`src/rtl/div_req_arbiter_if.sv`:
```
// Handshake bundle between the two operand front-ends, the result consumer and
// the shared divider core. The arbiter connects through the slave modport.
interface div_req_arbiter_if #(
  parameter int WIDTH = 8
);
  logic             req0_valid;
  logic             req0_ready;
  logic [WIDTH-1:0] req0_dividend;
  logic [WIDTH-1:0] req0_divisor;
  logic             req1_valid;
  logic             req1_ready;
  logic [WIDTH-1:0] req1_dividend;
  logic [WIDTH-1:0] req1_divisor;

  logic             rsp_valid;
  logic             rsp_ready;
  logic             rsp_id;
  logic [WIDTH-1:0] rsp_quotient;
  logic [WIDTH-1:0] rsp_remainder;
  logic [1:0]       rsp_err;

  logic             core_start;
  logic [WIDTH-1:0] core_dividend;
  logic [WIDTH-1:0] core_divisor;
  logic             core_done;
  logic [WIDTH-1:0] core_quotient;
  logic [WIDTH-1:0] core_remainder;

  logic             busy;

  modport slave (
    input  req0_valid, req0_dividend, req0_divisor,
    input  req1_valid, req1_dividend, req1_divisor,
    input  rsp_ready, core_done, core_quotient, core_remainder,
    output req0_ready, req1_ready,
    output rsp_valid, rsp_id, rsp_quotient, rsp_remainder, rsp_err,
    output core_start, core_dividend, core_divisor, busy
  );

  modport master (
    output req0_valid, req0_dividend, req0_divisor,
    output req1_valid, req1_dividend, req1_divisor,
    output rsp_ready, core_done, core_quotient, core_remainder,
    input  req0_ready, req1_ready,
    input  rsp_valid, rsp_id, rsp_quotient, rsp_remainder, rsp_err,
    input  core_start, core_dividend, core_divisor, busy
  );
endinterface

```
`src/rtl/div_req_arbiter.sv`:
```
// Round-robin arbiter sharing one iterative divider between two requesters,
// with divide-by-zero short-cut and a watchdog on the core's done pulse.
module div_req_arbiter #(
  parameter int WIDTH   = 8,
  parameter int TIMEOUT = 24
) (
  input  logic             clk,
  input  logic             rst,
  div_req_arbiter_if.slave bus
);
  localparam int            TW         = (TIMEOUT > 1) ? $clog2(TIMEOUT) : 1;
  localparam logic [TW-1:0] TIMER_LAST = TW'(TIMEOUT - 1);

  typedef enum logic [1:0] {S_IDLE, S_ISSUE, S_WAIT, S_RESP} state_t;

  state_t           r_state, w_state_nxt;
  logic [WIDTH-1:0] r_dividend, r_divisor, r_quotient, r_remainder;
  logic [1:0]       r_err;
  logic             r_id, r_last_grant;
  logic [TW-1:0]    r_timer;

  logic             w_grant_id, w_accept, w_div_zero, w_timeout;
  logic [WIDTH-1:0] w_sel_dividend, w_sel_divisor;

  // On a tie the requester not served last wins; otherwise whoever is valid.
  assign w_grant_id     = (bus.req0_valid && bus.req1_valid) ? ~r_last_grant : bus.req1_valid;
  assign w_accept       = (r_state == S_IDLE) && !rst && (bus.req0_valid || bus.req1_valid);
  assign w_sel_dividend = w_grant_id ? bus.req1_dividend : bus.req0_dividend;
  assign w_sel_divisor  = w_grant_id ? bus.req1_divisor  : bus.req0_divisor;
  assign w_div_zero     = (w_sel_divisor == '0);
  assign w_timeout      = (r_timer == TIMER_LAST);

  always_ff @(posedge clk) begin
    // NOTE: non-blocking so every flop samples pre-edge values regardless of block order.
    if (rst) r_state <= S_IDLE;
    else     r_state <= w_state_nxt;
  end

  always_comb begin
    // NOTE: default assignment first so no path leaves the signal unassigned (no latch).
    w_state_nxt = r_state;
    case (r_state)
      S_IDLE:  if (w_accept) w_state_nxt = w_div_zero ? S_RESP : S_ISSUE;
      S_ISSUE: w_state_nxt = S_WAIT;
      S_WAIT:  if (bus.core_done || w_timeout) w_state_nxt = S_RESP;
      S_RESP:  if (bus.rsp_ready) w_state_nxt = S_IDLE;
      default: w_state_nxt = S_IDLE;
    endcase
  end

  always_comb begin
    bus.req0_ready = 1'b0;
    bus.req1_ready = 1'b0;
    bus.core_start = 1'b0;
    bus.rsp_valid  = 1'b0;
    bus.busy       = (r_state != S_IDLE);
    case (r_state)
      S_IDLE: begin
        bus.req0_ready = w_accept && !w_grant_id;
        bus.req1_ready = w_accept &&  w_grant_id;
      end
      S_ISSUE: bus.core_start = 1'b1;
      S_RESP:  bus.rsp_valid  = 1'b1;
      default: ;
    endcase
  end

  always_ff @(posedge clk) begin
    if (rst) begin
      // NOTE: operand/result registers are reset too, since they drive outputs that must read 0.
      r_dividend   <= '0;
      r_divisor    <= '0;
      r_quotient   <= '0;
      r_remainder  <= '0;
      r_err        <= 2'b00;
      r_id         <= 1'b0;
      r_last_grant <= 1'b1;
      r_timer      <= '0;
    end else begin
      case (r_state)
        S_IDLE: if (w_accept) begin
          r_dividend   <= w_sel_dividend;
          r_divisor    <= w_sel_divisor;
          r_id         <= w_grant_id;
          r_last_grant <= w_grant_id;
          if (w_div_zero) begin
            r_quotient  <= '1;
            r_remainder <= w_sel_dividend;
            r_err       <= 2'b01;
          end
        end
        S_ISSUE: r_timer <= '0;
        S_WAIT: begin
          // A done pulse on the final watchdog cycle still counts as success.
          if (bus.core_done) begin
            r_quotient  <= bus.core_quotient;
            r_remainder <= bus.core_remainder;
            r_err       <= 2'b00;
          end else if (w_timeout) begin
            r_quotient  <= '0;
            r_remainder <= '0;
            r_err       <= 2'b10;
          end else begin
            r_timer <= r_timer + 1'b1;
          end
        end
        default: ;
      endcase
    end
  end

  assign bus.rsp_id        = r_id;
  assign bus.rsp_quotient  = r_quotient;
  assign bus.rsp_remainder = r_remainder;
  assign bus.rsp_err       = r_err;
  assign bus.core_dividend = r_dividend;
  assign bus.core_divisor  = r_divisor;
endmodule

```
`src/flat_wrapper.sv`:
```
// flat-port wrapper written by rule: the top's interface ports become plain ports
module div_req_arbiter_flat 
#(
  parameter int WIDTH   = 8,
  parameter int TIMEOUT = 24
)
  (clk, rst, bus_req0_valid, bus_req0_dividend, bus_req0_divisor, bus_req1_valid, bus_req1_dividend, bus_req1_divisor, bus_rsp_ready, bus_core_done, bus_core_quotient, bus_core_remainder, bus_req0_ready, bus_req1_ready, bus_rsp_valid, bus_rsp_id, bus_rsp_quotient, bus_rsp_remainder, bus_rsp_err, bus_core_start, bus_core_dividend, bus_core_divisor, bus_busy);
  div_req_arbiter_if #(.WIDTH(WIDTH)) bus_i ();
  input  logic clk;
  input  logic rst;
  input wire logic [$bits(bus_i.req0_valid)-1:0] bus_req0_valid;
  input wire logic [$bits(bus_i.req0_dividend)-1:0] bus_req0_dividend;
  input wire logic [$bits(bus_i.req0_divisor)-1:0] bus_req0_divisor;
  input wire logic [$bits(bus_i.req1_valid)-1:0] bus_req1_valid;
  input wire logic [$bits(bus_i.req1_dividend)-1:0] bus_req1_dividend;
  input wire logic [$bits(bus_i.req1_divisor)-1:0] bus_req1_divisor;
  input wire logic [$bits(bus_i.rsp_ready)-1:0] bus_rsp_ready;
  input wire logic [$bits(bus_i.core_done)-1:0] bus_core_done;
  input wire logic [$bits(bus_i.core_quotient)-1:0] bus_core_quotient;
  input wire logic [$bits(bus_i.core_remainder)-1:0] bus_core_remainder;
  output wire logic [$bits(bus_i.req0_ready)-1:0] bus_req0_ready;
  output wire logic [$bits(bus_i.req1_ready)-1:0] bus_req1_ready;
  output wire logic [$bits(bus_i.rsp_valid)-1:0] bus_rsp_valid;
  output wire logic [$bits(bus_i.rsp_id)-1:0] bus_rsp_id;
  output wire logic [$bits(bus_i.rsp_quotient)-1:0] bus_rsp_quotient;
  output wire logic [$bits(bus_i.rsp_remainder)-1:0] bus_rsp_remainder;
  output wire logic [$bits(bus_i.rsp_err)-1:0] bus_rsp_err;
  output wire logic [$bits(bus_i.core_start)-1:0] bus_core_start;
  output wire logic [$bits(bus_i.core_dividend)-1:0] bus_core_dividend;
  output wire logic [$bits(bus_i.core_divisor)-1:0] bus_core_divisor;
  output wire logic [$bits(bus_i.busy)-1:0] bus_busy;
  assign bus_i.req0_valid = bus_req0_valid;
  assign bus_i.req0_dividend = bus_req0_dividend;
  assign bus_i.req0_divisor = bus_req0_divisor;
  assign bus_i.req1_valid = bus_req1_valid;
  assign bus_i.req1_dividend = bus_req1_dividend;
  assign bus_i.req1_divisor = bus_req1_divisor;
  assign bus_i.rsp_ready = bus_rsp_ready;
  assign bus_i.core_done = bus_core_done;
  assign bus_i.core_quotient = bus_core_quotient;
  assign bus_i.core_remainder = bus_core_remainder;
  assign bus_req0_ready = bus_i.req0_ready;
  assign bus_req1_ready = bus_i.req1_ready;
  assign bus_rsp_valid = bus_i.rsp_valid;
  assign bus_rsp_id = bus_i.rsp_id;
  assign bus_rsp_quotient = bus_i.rsp_quotient;
  assign bus_rsp_remainder = bus_i.rsp_remainder;
  assign bus_rsp_err = bus_i.rsp_err;
  assign bus_core_start = bus_i.core_start;
  assign bus_core_dividend = bus_i.core_dividend;
  assign bus_core_divisor = bus_i.core_divisor;
  assign bus_busy = bus_i.busy;
  div_req_arbiter #(.WIDTH(WIDTH), .TIMEOUT(TIMEOUT)) u_core (.clk(clk), .rst(rst), .bus(bus_i));
endmodule
```
`config.mk`:
```
export PLATFORM = sky130hd
export DESIGN_NAME = div_req_arbiter_flat
export DESIGN_NICKNAME = d
export VERILOG_FILES = /design/src/rtl/div_req_arbiter_if.sv /design/src/rtl/div_req_arbiter.sv /design/src/flat_wrapper.sv
export SDC_FILE = /design/constraint.sdc
export NUM_CORES = 1
export LEC_CHECK = 0
export BUFFER_PORTS_ARGS = -buffer_cell sky130_fd_sc_hd__buf_2
export CAP_MARGIN = 0
export CORE_ASPECT_RATIO = 0.75
export CORE_UTILIZATION = 53
export CTS_CLUSTER_SIZE = 8
export DETAILED_ROUTE_END_ITERATION = 10
export PLACE_DENSITY = 0.85
export SLEW_MARGIN = 20
export SYNTH_ARGS = -nofsm -noshare
export SYNTH_HDL_FRONTEND = slang
export SYNTH_SLANG_ARGS = --single-unit
```
`constraint.sdc`:
```
create_clock -name clk -period 4.6 [get_ports clk]
set_input_delay 0.46 -clock clk [delete_from_list [all_inputs] [get_ports clk]]
set_output_delay 0.46 -clock clk [all_outputs]
set_load 0.01 [all_outputs]
```
==> results of run 1 <==
==> worst max-delay path, cell delays in order (launching register included) <==
cell	delay (ns)
dfxtp_1	0.34
inv_1	0.09
ha_1	0.61
o21ai_0	0.21
nand2b_1	0.47
nor2_1	0.25
buf_2	0.16
==> kinds of logic (layout without fill, tap and decap cells) <==
kind of cell,Yosys count,count (layout),share of synthesized area [%]
simple gates,104,104,22.8
compound gates,93,93,27.8
flops,43,43,34.5
buf+inv,30,108,5.62
mux,16,16,6.43
fa+ha+maj,5,5,2.51
xor+xnor,1,1,0.351
==> per-layer routing <==
| metal | global-route usage (%) | vias to the layer above | share of wire [%] | routed length (um) |
|---|---|---|---|---|
| li1 | - | 1266 | - | - |
| met1 | 37.6 | 1226 | 42 | 3000 |
| met2 | 49.9 | 151 | 45 | 3190 |
| met3 | 6.37 | 14 | 11 | 758 |
| met4 | 11.2 | 0 | 2.0 | 144 |
| met5 | 0 | - | 0 | 0 |
==> stage by stage <==
| step | std cells | hold WS, ns | setup WS (ns) |
|---|---|---|---|
| 6_report | 427 | 0.453 | 1.73 |
| 4_1_cts | 427 | 0.456 | 1.74 |
| 2_1_floorplan | 292 | 0.452 | 2.80 |
| 5_1_grt | 427 | 0.471 | 1.48 |
| 3_3_place_gp | 419 | 0.428 | 2.14 |
| 3_5_place_dp | 419 | 0.437 | 2.06 |
==> layout make-up <==
cell class / instances / area [um2] / share of cell area (%)
Sequential cell: 43 / 861 / 28.7
Clock inverter: 3 / 15.0 / 0.501
Multi-Input combinational cell: 219 / 1490 / 49.7
Clock buffer: 5 / 68.8 / 2.29
Tap cell: 57 / 71.3 / 2.38
Timing Repair Buffer: 93 / 465 / 15.5
Inverter: 7 / 26.3 / 0.876
==> registers in the layout, indices dropped and copies added (netlist names) <==
register                  flops
u_core.bus.core_dividend      8
u_core.bus.core_divisor       8
u_core.bus.rsp_err            2
u_core.bus.rsp_id             1
u_core.bus.rsp_quotient       8
u_core.bus.rsp_remainder      8
u_core.r_last_grant           1
u_core.r_state                2
u_core.r_timer                5
==> cell usage in the layout, fill, tap and decap left out, types with 9 or more instances in the layout <==
master and count:
dfxtp_1 43, nand4_1 18, nand2_1 41, o221ai_1 9, o21ai_0 29, mux2i_1 16
buf_2 93, a22oi_1 10, o211ai_1 9
==> final timing paths <==
path | end | start | cells after the start
max | bus_req0_ready | u_core.r_state[0] | 6
min | u_core.bus.core_dividend[4] | u_core.bus.core_dividend[4] | 2
max reg2reg | u_core.bus.rsp_quotient[4] | u_core.r_state[0] | 6
min reg2reg | u_core.bus.core_dividend[4] | u_core.bus.core_dividend[4] | 2
==> power by group through the flow <==
stage | combinational (mW) | sequential [mW] | clock [mW]
final | 0.497 | 0.503 | 0.233
after global routing | 0.546 | 0.513 | 0.251
after CTS | 0.494 | 0.501 | 0.237
after detailed placement | 0.494 | 0.510 | 0
after global placement | 0.477 | 0.506 | 0
after floorplan | 0.307 | 0.533 | 0
==> summary.txt, run 1 <==
Global routing
  • Number of antenna violations at the first check in global routing: 0
  • Grt ovf: 0
  • Largest net degree at the start of global routing: 25
  • GR Util All Layers: 29.6%
  • First-pass GRT wire length: 11.1 mm
  • Vias in the first global route: 2,420

Floorplanning
  • Core footprint: 4490 um2
  • Die height: 61.4 um
  • Site Rows: 21
  • Total Die Area: 4980 um2
  • Initial Utilization: 55.5%
  • I/O Pins: 94
  • Die width: 81.2 um

Clock network
  • H-tree depth: 2
  • Clock sink total: 43
  • Reg clk slew, reported paths: 0.08 ns
  • CTS Root Cell: clkbuf_8
  • Clock Path Buffers: 2
  • Worst skew pair latency: 0.29 ns
  • Cts repair resizes: 0
  • Hold Buf Count CTS: 0
  • CTS tree: built
  • CTS Buf Count: 5
  • Post-CTS setup buffer count: 0

Route
  • Drt drc: 0
  • 1st-iter DRT viols: 229
  • DR vias/cell: 6.22
  • Final antenna-violating net count: 0
  • Routed wire length: 7.09 mm
  • Vias: 2,657
  • DR pass1 iterations: 4
  • WL/cell: 16.6 um

Power and ir drop
  • Clock power frac: 18.9%
  • Power density cells: 411 nW/um2
  • P_int: 0.748 mW
  • Combinational power share: 40.3%
  • Maximum VDD drop: 0.229 mV
  • Sw Share: 39.3%
  • Total power: 1.23 mW
  • Leak pwr: 1.44 nW
  • Flop pwr share: 40.8%
  • NetSw: 0.484 mW

Synth
  • Most common library cells after synthesis: 43 x dfxtp_1, 41 x nand2_1, 29 x o21ai_0
  • Synth area leaders: dfxtp_1 35%, mux2i_1 6.4%, nand2_1 6.2%
  • Most frequent cell after synthesis: dfxtp_1
  • Asr flop ratio synth: 0%
  • Library cells used by synthesis: 50
  • Synth Warn #: 0
  • Ys flop type: dfxtp_1
  • Syn Nets: 351
  • Yosys top cell by area: dfxtp_1
  • Post-synth EDFFs: 0
  • Syn_area_per_cell: 8.54 um2
  • Seq cells post-synth: 43
  • Synth Instances: 292
  • Synth top area share: 34.5%
  • Seq/Total Area, Yosys: 34.5%
  • Mapped Area: 2490 um2

Finish
  • Fin area: 3000 um2
  • Fill cells: 400
  • Syn-to-layout area delta: 20.3%
  • Antenna Cells: 0
  • Layout Utilization: 66.8%
  • Final net count: 428
  • Layout cells sized above 1: 31.1%

STA
  • Fin. Hold Viols: 0
  • Slew HR: 37.6%
  • Measured slew at the worst slew-check pin: 0.936 ns
  • Final Max Tran Viols: 0
  • Min Tclk post-route: 2.87 ns
  • RSZ-0062 raised after global routing: false
  • Final Skew: 0.00869 ns
  • Total negative setup slack: 0 ns
  • FMAX: 349 MHz
  • # setup viols final: 0
  • Fin crit share: 62.3%

Hold path
  • Worst min path class: flop to flop

Setup path
  • Worst R2R Setup Slack: 1.94 ns
  • Critical Path RT: 4.14 ns
  • Max Fanout on Critical Path: 20
  • Startpoint Class: flop
  • Critical Path AT: 2.41 ns
  • Setup CP Type: flop to output port
  • Critical path endpoint category: output port

Place
  • Gpl congestion: 0.830
  • Placed cell area: 2920 um2
  • Port buffer count: 93
  • Hpwl dp: 5.12 mm

Flow run
  • Max-capacitance violation count: 0

Outcome
  • Status: completed
Note: power is estimated with default switching activity, not from simulation.
==> inputs of run 2 (changes only) <==
CORE_UTILIZATION = 44   (was 53)
PLACE_DENSITY = 0.76   (was 0.85)
clock period = 2.5 ns   (was 4.6 ns; I/O delays follow)
==> summary.txt, run 2 (synthesis results as in run 1) <==
Outcome
  • Status: completed (unchanged)

Route
  • Routed wire length: 7.16 mm (was 7.09 mm)
  • Final antenna-violating net count: 0 (unchanged)
  • 1st-iter DRT viols: 163 (was 229)
  • DR pass1 iterations: 4 (unchanged)
  • DR vias/cell: 5.97 (was 6.22)
  • Vias: 2,691 (was 2,657)
  • Drt drc: 0 (unchanged)
  • WL/cell: 15.9 um (was 16.6 um)

Clock network
  • Clock Path Buffers: 2 (unchanged)
  • CTS Root Cell: clkbuf_8 (unchanged)
  • H-tree depth: 2 (unchanged)
  • CTS Buf Count: 5 (unchanged)
  • CTS tree: built (unchanged)
  • Reg clk slew, reported paths: 0.08 ns (about the same)
  • Hold Buf Count CTS: 0 (unchanged)
  • Clock sink total: 43 (unchanged)
  • Worst skew pair latency: 0.30 ns (was 0.29 ns)
  • Post-CTS setup buffer count: 0 (unchanged)

Finish
  • Fill cells: 511 (was 400)
  • Most common cell after layout, fill and taps aside: buf_2 (unchanged)
  • Antenna Cells: 0 (unchanged)
  • Final net count: 434 (was 428)
  • Syn-to-layout area delta: 25.3% (was 20.3%)
  • Non-filler cells, final: 451 (was 427)
  • Most frequent cells in the layout: 93 x buf_2, 43 x dfxtp_1, 41 x nand2_1 (unchanged)
  • Layout cells sized above 1: 32.4% (was 31.1%)

Floorplanning
  • Total Die Area: 5970 um2 (was 4980 um2)
  • Site Rows: 23 (was 21)
  • Core footprint: 5410 um2 (was 4490 um2)
  • I/O Pins: 94 (unchanged)
  • Die width: 88.9 um (was 81.2 um)
  • Initial Utilization: 46.1% (was 55.5%)
  • Die height: 67.2 um (was 61.4 um)

Power and ir drop
  • Leak pwr: 1.48 nW (was 1.44 nW)
  • Power density cells: 808 nW/um2 (was 411 nW/um2)
  • Maximum VDD drop: 0.390 mV (was 0.229 mV)

STA
  • # setup viols final: 0 (unchanged)
  • Min Tclk post-route: 2.31 ns
  • Fin crit share: 92.4%
  • Final Max Tran Viols: 0 (unchanged)
  • Total negative setup slack: 0 ns (unchanged)
  • Worst Setup Slack, final: 0.190 ns (was 1.73 ns)
  • FMAX: 433 MHz
  • Fin. Hold Viols: 0 (unchanged)
  • Measured slew at the worst slew-check pin: 0.644 ns (was 0.936 ns)
  • Final Skew: 0.00595 ns (was 0.00869 ns)
  • Slew HR: 57.1% (was 37.6%)
  • RSZ-0062 raised after global routing: false (unchanged)

Flow run
  • Max-capacitance violation count: 0 (unchanged)

Place
  • Hpwl dp: 5.20 mm (was 5.12 mm)
  • DP Worst Slack: 0.356 ns (was 2.06 ns)
  • Port buffer count: 93 (unchanged)
  • Gpl congestion: 0.793 (was 0.830)
  • Placed Cells: 443 (was 419)

Setup path
  • Setup CP Type: flop to output port (unchanged)
  • Critical Path AT: 2.06 ns (was 2.41 ns)
  • Critical Path RT: 2.25 ns (was 4.14 ns)
  • Critical path endpoint category: output port (unchanged)
  • Startpoint Class: flop (unchanged)
  • Max Fanout on Critical Path: 19 (was 20)

Global routing
  • Number of antenna violations at the first check in global routing: 0 (unchanged)
  • Vias in the first global route: 2,501 (was 2,420)
  • GR Util All Layers: 25.0% (was 29.6%)
  • First-pass GRT wire length: 11.6 mm (was 11.1 mm)
  • Grt ovf: 0 (unchanged)
  • Largest net degree at the start of global routing: 24 (was 25)

Hold path
  • Worst min path class: input pin to flop (was flop to flop)
## run 2: worst max-delay path, stage by stage, from the launching register on
cell      delay, ns
dfxtp_1        0.35
inv_1          0.10
ha_1           0.37
o21ai_0        0.20
nand2b_2       0.38
nor2_1         0.20
buf_2          0.15
## run 2: path summary, 6_finish.rpt
path | end | start | slack, ns | cells after the start
setup reg to reg | u_core.bus.rsp_remainder[7] | u_core.r_state[0] | 0.43 | 6
setup / recovery | bus_req0_ready | u_core.r_state[1] | 0.19 | 6
hold reg to reg | u_core.bus.core_divisor[2] | u_core.bus.core_divisor[2] | 0.46 | 2
hold / removal | u_core.bus.core_divisor[2] | bus_req1_divisor[2] | 0.25 | 3
## run 2: repair_timing
action	CTS	global route
endpoints found under the setup margin	0	2
gates resized for setup	0	1
hold endpoints to repair	0	0
## run 2: area by class of cell
class	count	area, um2	share of cell area (%)
clock inverters	3	67.6	2.16
inverters	7	26.3	0.842
well taps	75	93.8	3.01
repair buffers	99	510	16.4
flip-flops and latches	43	861	27.6
multi-input cells	219	1490	47.9
clock buffers	5	68.8	2.20
## run 2: per-layer routing
layer,up-vias,share of wire (%),track usage (%)
met1,1270,46,33.2
met3,15,8.0,4.65
met4,0,2.1,10.7
met5,-,0,0
met2,127,44,40.2
li1,1279,-,-
## run 2: per-stage QoR
step / power (mW) / utilization (%) / hold WS [ns] / cell area (um2)
after floorplan: 1.55 / - / 0.434 / 2490
after global placement: 1.85 / 55.1 / 0.433 / 2980
after detailed placement: 1.87 / 55.1 / 0.443 / 2980
after CTS: 2.52 / 57.7 / 0.245 / 3120
after global routing: 2.68 / 57.7 / 0.257 / 3120
final: 2.52 / 57.7 / 0.250 / 3120
## run 2: report_power, final
group	switching [mW]	leakage (nW)	total, mW	internal (mW)
Sequential	0.0972	0.351	0.924	0.827
Clock	0.252	0.0644	0.651	0.398
Combinational	0.568	1.07	0.948	0.380
Total	0.918	1.48	2.52	1.61
==> inputs of run 3 (changes only) <==
==> constraint.sdc (replaced) <==
create_clock -name clk -period 2.5 [get_ports clk]
set_input_delay 0.5 -clock clk [delete_from_list [all_inputs] [get_ports clk]]
set_output_delay 0.5 -clock clk [all_outputs]
set_load 0.01 [all_outputs]
==> summary.txt, run 3 (synthesis results as in run 1) <==
Outcome
  • Status: completed (unchanged)

Finish
  • Most common cell after layout, fill and taps aside: buf_2 (unchanged)
  • Fill cells: 510 (was 511)
  • Antenna Cells: 0 (unchanged)
  • Fin area: 3150 um2 (was 3120 um2)
  • Final net count: 438 (was 434)
  • Syn-to-layout area delta: 26.4% (was 25.3%)
  • Multi-input gate area: 1490 um2 (about the same)
  • Layout Utilization: 58.2% (was 57.7%)
  • Layout cells sized above 1: 32.9% (was 32.4%)
  • Most frequent cells in the layout: 93 x buf_2, 43 x dfxtp_1, 41 x nand2_1 (unchanged)
  • Storage cell area: 861 um2 (unchanged)

Setup path
  • Critical path endpoint category: output port (unchanged)
  • Setup CP Type: flop to output port (unchanged)
  • Reg-to-reg endpoint: u_core.bus.rsp_quotient[1] (was u_core.bus.rsp_remainder[7])
  • R2R Path Start: u_core.r_state[0] (unchanged)
  • Reg2Reg Depth: 7 (was 6)
  • Startpoint Class: flop (unchanged)
  • Critical Path AT: 1.82 ns (was 2.06 ns)
  • Worst R2R Setup Slack: 0.43 ns (about the same)
  • Slowest CP cell: dfxtp_1 (was nand2b_2)
  • Cells along the critical path: inv_1, ha_1, o21ai_0, nand2b_1, nor2_1, buf_2 (was inv_1, ha_1, o21ai_0, nand2b_2, nor2_1, buf_2)
  • Largest stage delay, worst path: 0.35 ns (was 0.38 ns)
  • Critical Path RT: 2.00 ns (was 2.25 ns)
  • Max Fanout on Critical Path: 13 (was 19)

Power and ir drop
  • Total power: 2.52 mW (about the same)
  • Leak pwr: 1.50 nW (was 1.48 nW)
  • Maximum VDD drop: 0.418 mV (was 0.390 mV)
  • Power density cells: 802 nW/um2 (was 808 nW/um2)

STA
  • Fin crit share: 92.8% (was 92.4%)
  • Fin. Hold Viols: 0 (unchanged)
  • # setup viols final: 0 (unchanged)
  • RSZ-0062 raised after global routing: false (unchanged)
  • Measured slew at the worst slew-check pin: 0.655 ns (was 0.644 ns)
  • Final Max Tran Viols: 0 (unchanged)
  • Min Tclk post-route: 2.32 ns (was 2.31 ns)
  • Final Skew: 0.00893 ns (was 0.00595 ns)
  • Total negative setup slack: 0 ns (unchanged)
  • FMAX: 431 MHz (was 433 MHz)
  • Slew HR: 56.3% (was 57.1%)

Route
  • 1st-iter DRT viols: 123 (was 163)
  • DR vias/cell: 5.79 (was 5.97)
  • Drt drc: 0 (unchanged)
  • Routed wire length: 6.99 mm (was 7.16 mm)
  • Vias: 2,635 (was 2,691)
  • Final antenna-violating net count: 0 (unchanged)
  • DR pass1 iterations: 4 (unchanged)
  • WL/cell: 15.4 um (was 15.9 um)

Place
  • Placed cell area: 3010 um2 (was 2980 um2)
  • Port buffer count: 93 (unchanged)
  • Hpwl dp: 5.14 mm (was 5.20 mm)
  • Gpl congestion: 0.828 (was 0.793)

Global routing
  • Number of antenna violations at the first check in global routing: 0 (unchanged)
  • First-pass GRT wire length: 10.9 mm (was 11.6 mm)
  • Vias in the first global route: 2,321 (was 2,501)
  • Grt ovf: 0 (unchanged)
  • GR Util All Layers: 23.7% (was 25.0%)
  • Largest net degree at the start of global routing: 19 (was 24)

Floorplanning
  • Core footprint: 5410 um2 (unchanged)
  • Initial Utilization: 46.1% (unchanged)
  • I/O Pins: 94 (unchanged)
  • Total Die Area: 5970 um2 (unchanged)
  • Die height: 67.2 um (unchanged)
  • Die width: 88.9 um (unchanged)
  • Site Rows: 23 (unchanged)

Flow run
  • Max-capacitance violation count: 0 (unchanged)

Clock network
  • CTS Buf Count: 5 (unchanged)
  • Worst skew pair latency: 0.30 ns (about the same)
  • CTS Root Cell: clkbuf_8 (unchanged)
  • H-tree depth: 2 (unchanged)
  • Post-CTS setup buffer count: 0 (unchanged)
  • Cts repair resizes: 0 (unchanged)
  • CTS tree: built (unchanged)
  • Reg clk slew, reported paths: 0.09 ns (was 0.08 ns)
  • Clock sink total: 43 (unchanged)
  • Clock Path Buffers: 2 (unchanged)
  • Hold Buf Count CTS: 0 (unchanged)

Hold path
  • HP Start: u_core.bus.core_dividend[3] (was bus_req1_divisor[2])
  • Worst hold stages: 2 (was 3)
  • Worst min path class: flop to flop (was input pin to flop)
  • Worst min-delay path endpoint: u_core.bus.core_dividend[3] (was u_core.bus.core_divisor[2])
run 3: worst max path at each step:
stage / slack [ns] / cells after the start / end / start
2_1_floorplan: 0.66 / 7 / bus_req1_ready / u_core.r_state[0]
3_3_place_gp: 0.36 / 5 / u_core.bus.rsp_remainder[4] / bus_core_done
3_5_place_dp: 0.37 / 5 / u_core.bus.rsp_remainder[2] / bus_core_done
4_1_cts: 0.16 / 6 / bus_req0_ready / u_core.r_state[0]
5_1_grt: 0.009 / 6 / bus_req0_ready / u_core.r_state[0]
6_report: 0.18 / 6 / bus_req0_ready / u_core.r_state[0]
run 3: per-layer routing:
layer	wire, um	up-vias	track usage, %
met5	0	-	0
met4	89	0	7.66
met3	562	12	5.13
met2	3090	115	38.7
met1	3250	1226	31.5
li1	-	1282	-
run 3: area by class of cell:
class | count | area share [%]
Multi-Input combinational cell | 219 | 47.4
Sequential cell | 43 | 27.3
Timing Repair Buffer | 103 | 17.2
Tap cell | 75 | 2.98
Clock buffer | 5 | 2.19
Clock inverter | 3 | 2.15
Inverter | 7 | 0.834
run 3: per-stage QoR:
step                      instances  setup slack [ns]  hold slack, ns
after global placement          447             0.356           0.432
after CTS                       455             0.159           0.459
after floorplan                 292             0.660           0.452
after detailed placement        447             0.372           0.438
final                           455             0.181           0.455
after global routing            455           0.00888           0.479
run 3: critical path, delay by kind of cell, from the launching register on:
family                     cells  cell delay, ns
AOI/OAI and AO/OA              1            0.12
adders and majority gates      1            0.22
and+or+nand+nor                2            0.58
DFF                            1            0.35
buffers and inverters          2            0.25
run 3: power breakdown:
group          leakage, nW  switching (mW)  total [mW]  internal [mW]
Combinational         1.09           0.560       0.949          0.389
Sequential           0.351          0.0977       0.924          0.827
Clock               0.0644           0.253       0.652          0.398
